==> config.mk <==
export PLATFORM = sky130hd
export DESIGN_NAME = reg_bus_server_flat
export DESIGN_NICKNAME = d
export VERILOG_FILES = /design/src/rtl/reg_bus_server_if.sv /design/src/rtl/reg_bus_server.sv /design/src/flat_wrapper.sv
export SDC_FILE = /design/constraint.sdc
export NUM_CORES = 1
export LEC_CHECK = 0
export BUFFER_PORTS_ARGS = -buffer_cell sky130_fd_sc_hd__buf_4
export CAP_MARGIN = 20
export CORE_ASPECT_RATIO = 0.6
export CORE_MARGIN = 5
export CORE_UTILIZATION = 30
export CTS_CLUSTER_SIZE = 20
export DETAILED_ROUTE_END_ITERATION = 10
export HOLD_SLACK_MARGIN = 0.1
export PLACE_DENSITY = 0.43
export SYNTH_ARGS = -nofsm -noshare
export SYNTH_HDL_FRONTEND = slang
export SYNTH_SLANG_ARGS = --single-unit
==> constraint.sdc <==
create_clock -name clk -period 8 [get_ports clk]
set_input_delay 1.6 -clock clk [delete_from_list [all_inputs] [get_ports clk]]
set_output_delay 1.6 -clock clk [all_outputs]
set_load 0.01 [all_outputs]
==> src/rtl/reg_bus_server_if.sv <==
// reg_bus_server_if: core BUSREQ handshake plus host queue/preload bus for reg_bus_server
interface reg_bus_server_if #(
  parameter int NUM_REGS  = 16,
  parameter int DATA_W    = 8,
  parameter int OPQ_DEPTH = 8
);
  localparam int IDX_W = $clog2(NUM_REGS);
  localparam int CNT_W = $clog2(OPQ_DEPTH) + 1;
  logic [3:0]        busreq;
  logic [DATA_W-1:0] alu_result;
  logic [IDX_W-1:0]  operand;
  logic [DATA_W-1:0] regval;
  logic              resp_valid;
  logic              op_push;
  logic [IDX_W-1:0]  op_idx;
  logic              cfg_we;
  logic [IDX_W-1:0]  cfg_addr;
  logic [DATA_W-1:0] cfg_data;
  logic [CNT_W-1:0]  q_count;
  logic              err_ovf;
  logic              err_unf;
  modport slave (
    input  busreq, alu_result, op_push, op_idx, cfg_we, cfg_addr, cfg_data,
    output operand, regval, resp_valid, q_count, err_ovf, err_unf
  );
  modport master (
    output busreq, alu_result, op_push, op_idx, cfg_we, cfg_addr, cfg_data,
    input  operand, regval, resp_valid, q_count, err_ovf, err_unf
  );
endinterface

==> src/rtl/reg_bus_server.sv <==
// reg_bus_server: services core BUSREQ codes from an operand-index queue and register file (optional RB_ZERO_REG_EN hardwires register 0 to zero)
module reg_bus_server #(
  parameter int NUM_REGS  = 16,
  parameter int DATA_W    = 8,
  parameter int OPQ_DEPTH = 8
) (
  input logic clk,
  input logic rst,
  reg_bus_server_if.slave bus
);
  localparam int IDX_W = $clog2(NUM_REGS);
  localparam int PTR_W = $clog2(OPQ_DEPTH);
  localparam int CNT_W = PTR_W + 1;
  localparam logic [3:0] C_READ = 4'b0001;
  localparam logic [3:0] C_WRITE = 4'b0010;
  localparam logic [3:0] C_NEXT = 4'b0011;
`ifdef RB_ZERO_REG_EN
  localparam logic ZERO_REG = 1'b1;
`else
  localparam logic ZERO_REG = 1'b0;
`endif
  typedef enum logic [2:0] {IDLE, DECODE, POP, READ, WRITE} state_t;
  state_t            state_q, state_d;
  logic [3:0]        code_q, code_d, busreq_q;
  logic [IDX_W-1:0]  sel_q, operand_q;
  logic [DATA_W-1:0] regval_q;
  logic              resp_q, ovf_q, unf_q;
  logic [DATA_W-1:0] regs_q [NUM_REGS];
  logic [IDX_W-1:0]  fifo_q [OPQ_DEPTH];
  logic [PTR_W-1:0]  wp_q, rp_q;
  logic [CNT_W-1:0]  cnt_q;
  logic              pop, push, full, known, cfg_ok, core_ok;
  logic [DATA_W-1:0] rd_val;
  // request acceptance and sequencing; only a changed, recognised code starts a transaction
  always_comb begin
    state_d = state_q;
    code_d  = code_q;
    known   = bus.busreq == C_READ || bus.busreq == C_WRITE || bus.busreq == C_NEXT;
    case (state_q)
      IDLE: if (bus.busreq != busreq_q && known) begin
        state_d = DECODE;
        code_d  = bus.busreq;
      end
      DECODE: state_d = code_q == C_NEXT ? POP : code_q == C_READ ? READ : WRITE;
      default: state_d = IDLE;
    endcase
  end
  // queue and register-file control terms
  always_comb begin
    full    = cnt_q == CNT_W'(OPQ_DEPTH);
    pop     = state_q == POP && cnt_q != '0;
    push    = bus.op_push && (!full || pop);
    cfg_ok  = !(ZERO_REG && bus.cfg_addr == '0);
    core_ok = !(ZERO_REG && sel_q == '0);
    rd_val  = (ZERO_REG && sel_q == '0) ? '0 : regs_q[sel_q];
  end
  // FSM, response outputs, queue pointers and sticky error flags
  always_ff @(posedge clk or posedge rst) begin
    if (rst) begin
      state_q   <= IDLE;
      code_q    <= '0;
      busreq_q  <= '0;
      sel_q     <= '0;
      operand_q <= '0;
      regval_q  <= '0;
      resp_q    <= 1'b0;
      ovf_q     <= 1'b0;
      unf_q     <= 1'b0;
      wp_q      <= '0;
      rp_q      <= '0;
      cnt_q     <= '0;
    end else begin
      state_q  <= state_d;
      code_q   <= code_d;
      busreq_q <= bus.busreq;
      resp_q   <= state_q == POP || state_q == READ;
      if (state_q == POP) begin
        sel_q     <= pop ? fifo_q[rp_q] : '0;
        operand_q <= pop ? fifo_q[rp_q] : '0;
        unf_q     <= unf_q | !pop;
      end
      if (state_q == READ) regval_q <= rd_val;
      if (bus.op_push && full && !pop) ovf_q <= 1'b1;
      wp_q  <= wp_q + PTR_W'(push);
      rp_q  <= rp_q + PTR_W'(pop);
      cnt_q <= cnt_q + CNT_W'(push) - CNT_W'(pop);
    end
  end
  // operand queue storage; occupancy lives in the control block
  always_ff @(posedge clk) begin
    if (push) fifo_q[wp_q] <= bus.op_idx;
  end
  // register file: host preload first so a same-cycle core write overrides it
  always_ff @(posedge clk or posedge rst) begin
    if (rst) begin
      for (int i = 0; i < NUM_REGS; i++) regs_q[i] <= '0;
    end else begin
      if (bus.cfg_we && cfg_ok) regs_q[bus.cfg_addr] <= bus.cfg_data;
      if (state_q == WRITE && core_ok) regs_q[sel_q] <= bus.alu_result;
    end
  end
  assign bus.operand    = operand_q;
  assign bus.regval     = regval_q;
  assign bus.resp_valid = resp_q;
  assign bus.q_count    = cnt_q;
  assign bus.err_ovf    = ovf_q;
  assign bus.err_unf    = unf_q;
endmodule

==> src/flat_wrapper.sv <==
// flat-port wrapper written by rule: the top's interface ports become plain ports
module reg_bus_server_flat 
#(
  parameter int NUM_REGS  = 16,
  parameter int DATA_W    = 8,
  parameter int OPQ_DEPTH = 8
)
  (clk, rst, bus_busreq, bus_alu_result, bus_op_push, bus_op_idx, bus_cfg_we, bus_cfg_addr, bus_cfg_data, bus_operand, bus_regval, bus_resp_valid, bus_q_count, bus_err_ovf, bus_err_unf);
  reg_bus_server_if #(.NUM_REGS(NUM_REGS), .DATA_W(DATA_W), .OPQ_DEPTH(OPQ_DEPTH)) bus_i ();
  input logic clk;
  input logic rst;
  input wire logic [$bits(bus_i.busreq)-1:0] bus_busreq;
  input wire logic [$bits(bus_i.alu_result)-1:0] bus_alu_result;
  input wire logic [$bits(bus_i.op_push)-1:0] bus_op_push;
  input wire logic [$bits(bus_i.op_idx)-1:0] bus_op_idx;
  input wire logic [$bits(bus_i.cfg_we)-1:0] bus_cfg_we;
  input wire logic [$bits(bus_i.cfg_addr)-1:0] bus_cfg_addr;
  input wire logic [$bits(bus_i.cfg_data)-1:0] bus_cfg_data;
  output wire logic [$bits(bus_i.operand)-1:0] bus_operand;
  output wire logic [$bits(bus_i.regval)-1:0] bus_regval;
  output wire logic [$bits(bus_i.resp_valid)-1:0] bus_resp_valid;
  output wire logic [$bits(bus_i.q_count)-1:0] bus_q_count;
  output wire logic [$bits(bus_i.err_ovf)-1:0] bus_err_ovf;
  output wire logic [$bits(bus_i.err_unf)-1:0] bus_err_unf;
  assign bus_i.busreq = bus_busreq;
  assign bus_i.alu_result = bus_alu_result;
  assign bus_i.op_push = bus_op_push;
  assign bus_i.op_idx = bus_op_idx;
  assign bus_i.cfg_we = bus_cfg_we;
  assign bus_i.cfg_addr = bus_cfg_addr;
  assign bus_i.cfg_data = bus_cfg_data;
  assign bus_operand = bus_i.operand;
  assign bus_regval = bus_i.regval;
  assign bus_resp_valid = bus_i.resp_valid;
  assign bus_q_count = bus_i.q_count;
  assign bus_err_ovf = bus_i.err_ovf;
  assign bus_err_unf = bus_i.err_unf;
  reg_bus_server #(.NUM_REGS(NUM_REGS), .DATA_W(DATA_W), .OPQ_DEPTH(OPQ_DEPTH)) u_core (.clk(clk), .rst(rst), .bus(bus_i));
endmodule
==> metrics.txt <==
Synth Area in Simple Gates=0.119; Final Cycle Share=0.402; setup TNS=0 ps; mux contribution to synthesized area=0.218; minimum clock period after layout=3210 ps; DRT Wirelength=29900 um; Max Cap Viol=0; hold path cells=1; Multi-input gate area=4560 um^2; Layout Skew=9.61 ps; Post CTS Setup Buffer Count=0; cells resized by post-CTS repair=0; Slew Limit Fails=0; Hold-fix buffers, CTS=0; # diodes=0; synthesized area per cell=10.9 um^2; Net Count, Synth=959; nature of the critical path endpoint=flop; Max Root-Sink Buffers=2; Final HPWL DP=20200 um; H-tree depth=4; antenna violations before repair=0; final core occ=0.345; worst reg-to-reg setup slack=4790 ps; Seq pwr share=0.423; FF+latch count, synth=196; CP Launch Type=flop; Clk Latency, worst-skew pair=450 ps; first-pass GRT wire length=44900 um; layout cells sized above 1=0.135; CTS root buf=clkbuf_16; Worst Tran Pin Value=955 ps; GR Util All Layers=0.165; Final Total Pwr=3.90 mW; Crit path depth=5; RSZ-0062 raised after global routing=no; crit path to=u_core.regs_q[33]; CP bufs+invs=1; number of port buffers=50; Worst EP arrival=3510 ps; CTS clk-pin slew, worst paths=70 ps; Chip Width=246 um; peak supply drop=0.000167 V; outcome=finished, final reports clean; Hold Violations, Final=0; Worst path max stage delay=850 ps; Final setup violation count=0; I/O pin cnt=51; critical path startpoint=u_core.sel_q[1]; Crit Path Class=flop to flop; Post-Syn Area=10000 um^2; Compound-Gate Fraction of Synth Area=0.0969; ys async rst share=0.837; nets=961; post-synthesis xor/xnor area fraction=0.00701; crit path max-delay cell type=dfrtp_2; die height=151 um; ANT nets after route=0; die area=37200 um^2; Cells after Synth=916; Logic pwr share=0.340; Avg WL per Cell=21.6 um; routed vias/inst=4.99; clock group share of total power=0.237; Post-synth EDFFs=32; Int Pwr=2.53 mW; vias in the first global route=6767; GP Congestion=0.762; CP required=8300 ps; row count=51; Worst Hold Class=flop to flop; detailed-route via count=6898; Slew HR=0.364; Ys Warns=0; Pre-antenna DRT Iters=7; Main synth FF type=dfrtp_1; largest net degree at the start of global routing=97; worst-path fanout max=24; launch point of the worst reg-to-reg path=u_core.sel_q[1]; Core Region=32700 um^2; adder-cell area share of the yosys netlist=0.0145; P_sw=1.37 mW; main combinational cell family by area after synthesis=multiplexers; sw frac=0.351; initial DRC count=551; CTS tree=built; Sequential cell area=5070 um^2; Sinks on Clock Net=196; achievable frequency=311 MHz; worst path cell trace=buf_4 -> and2_1 -> nand3_1 -> nor2_1 -> a21oi_1; Initial Utilization=0.306; Seq/Total Area, Yosys=0.506; Num CTS Buffers=17; Power Density=346 nW/um^2; DRC errors left=0; FF-to-FF path depth=5; P_leak=4.68 nW; reg2reg end=u_core.regs_q[33]; count of cell types in the netlist=49; fill count=3352; family with the most delay on the worst path=simple AND/OR/NAND/NOR gates; P&R area growth vs syn=12.6%; total gr overflow=0
-- metrics by stage --
step                hold slack [ps]  instance area, um^2  instances  setup WS [ps]
global route                    510                11300       1381           4500
detailed placement              477                10700       1349           4550
CTS                             493                11300       1381           4770
floorplan                       449                10000        916           1970
finish                          482                11300       1381           4790
global placement                470                10700       1349           4510
-- Yosys cell counts (all sizes together), types with 10 or more instances --
| cell type | instances | share of area |
|---|---|---|
| edfxtp | 32 | 0.096 |
| dfrtp | 164 | 0.41 |
| o21ai | 39 | 0.020 |
| nand2 | 46 | 0.017 |
| mux2i | 180 | 0.18 |
| mux4 | 16 | 0.036 |
| nand3 | 20 | 0.012 |
| ha | 10 | 0.013 |
| a21oi | 97 | 0.049 |
| o22ai | 16 | 0.010 |
| clkbuf | 35 | 0.013 |
| nor2 | 135 | 0.055 |
| buf | 38 | 0.021 |
| inv | 10 | 0.0038 |
-- worst reg2reg max path, delay by kind of cell, from the launching register on --
family                 cells  cell delay [ps]
AO/OA/AOI/OAI              1               60
buffers and inverters      1              460
flip-flops                 1              850
AND/OR/NAND/NOR            3             1690
-- power by group through the flow --
stage               clock network [mW]  logic [mW]  registers [mW]
floorplan                            0       0.999            1.56
global placement                     0        1.32            1.67
detailed placement                   0        1.33            1.67
CTS                              0.942        1.34            1.65
global route                     0.986        1.46            1.70
finish                           0.924        1.32            1.65
-- sequential cells by signal (all words and copies together) (netlist names) --
name                   flops
u_core.wp_q                3
u_core.state_q             3
u_core.bus.regval          8
u_core.rp_q                3
u_core.bus.q_count         4
u_core.busreq_q            4
u_core.fifo_q             32
u_core.bus.err_unf         1
u_core.bus.resp_valid      1
u_core.sel_q               4
u_core.regs_q            128
u_core.bus.err_ovf         1
u_core.code_q              4
-- worst min path at each step --
stage                  startpoint  slack [ps]            endpoint
5_1_grt          u_core.code_q[0]         510    u_core.code_q[0]
4_1_cts        u_core.bus.err_ovf         490  u_core.bus.err_ovf
3_5_place_dp     u_core.code_q[1]         480    u_core.code_q[1]
6_report       u_core.bus.err_ovf         480  u_core.bus.err_ovf
3_3_place_gp     u_core.code_q[0]         470    u_core.code_q[0]
2_1_floorplan    u_core.code_q[0]         450    u_core.code_q[0]
-- layout by cell type (no fill, tap or decap), drive strengths merged, types with 6 or more instances in the layout --
cell type	count
and3	6
a31oi	8
o22ai	16
buf	56
nand3b	8
edfxtp	32
a21oi	97
ha	10
nand2	46
dfrtp	164
clkbuf	18
o21ai	39
mux2i	180
inv	11
nor2	135
nand3	20
mux4	16
-- area by class of cell --
type | count | share of cell area
Inverter | 10 | 0.00378
Timing Repair Buffer | 56 | 0.0373
Tap cell | 450 | 0.0500
Sequential cell | 196 | 0.450
Clock inverter | 14 | 0.0164
Clock buffer | 18 | 0.0381
Multi-Input combinational cell | 637 | 0.405
-- routing by layer --
metal,wire length (um),track usage
met5,0,0
met2,11300,0.210
met4,295,0.0346
met3,1350,0.0347
met1,16900,0.276
-- cell families (layout without fill, tap and decap cells) --
family          count (synthesis)  after routing
mux                           198            198
compound gates                175            175
xor+xnor                        8              8
simple gates                  245            245
fa+ha+maj                      11             11
buf+inv                        83             98
flops                         196            196
Power figures use the tool's default switching activity.
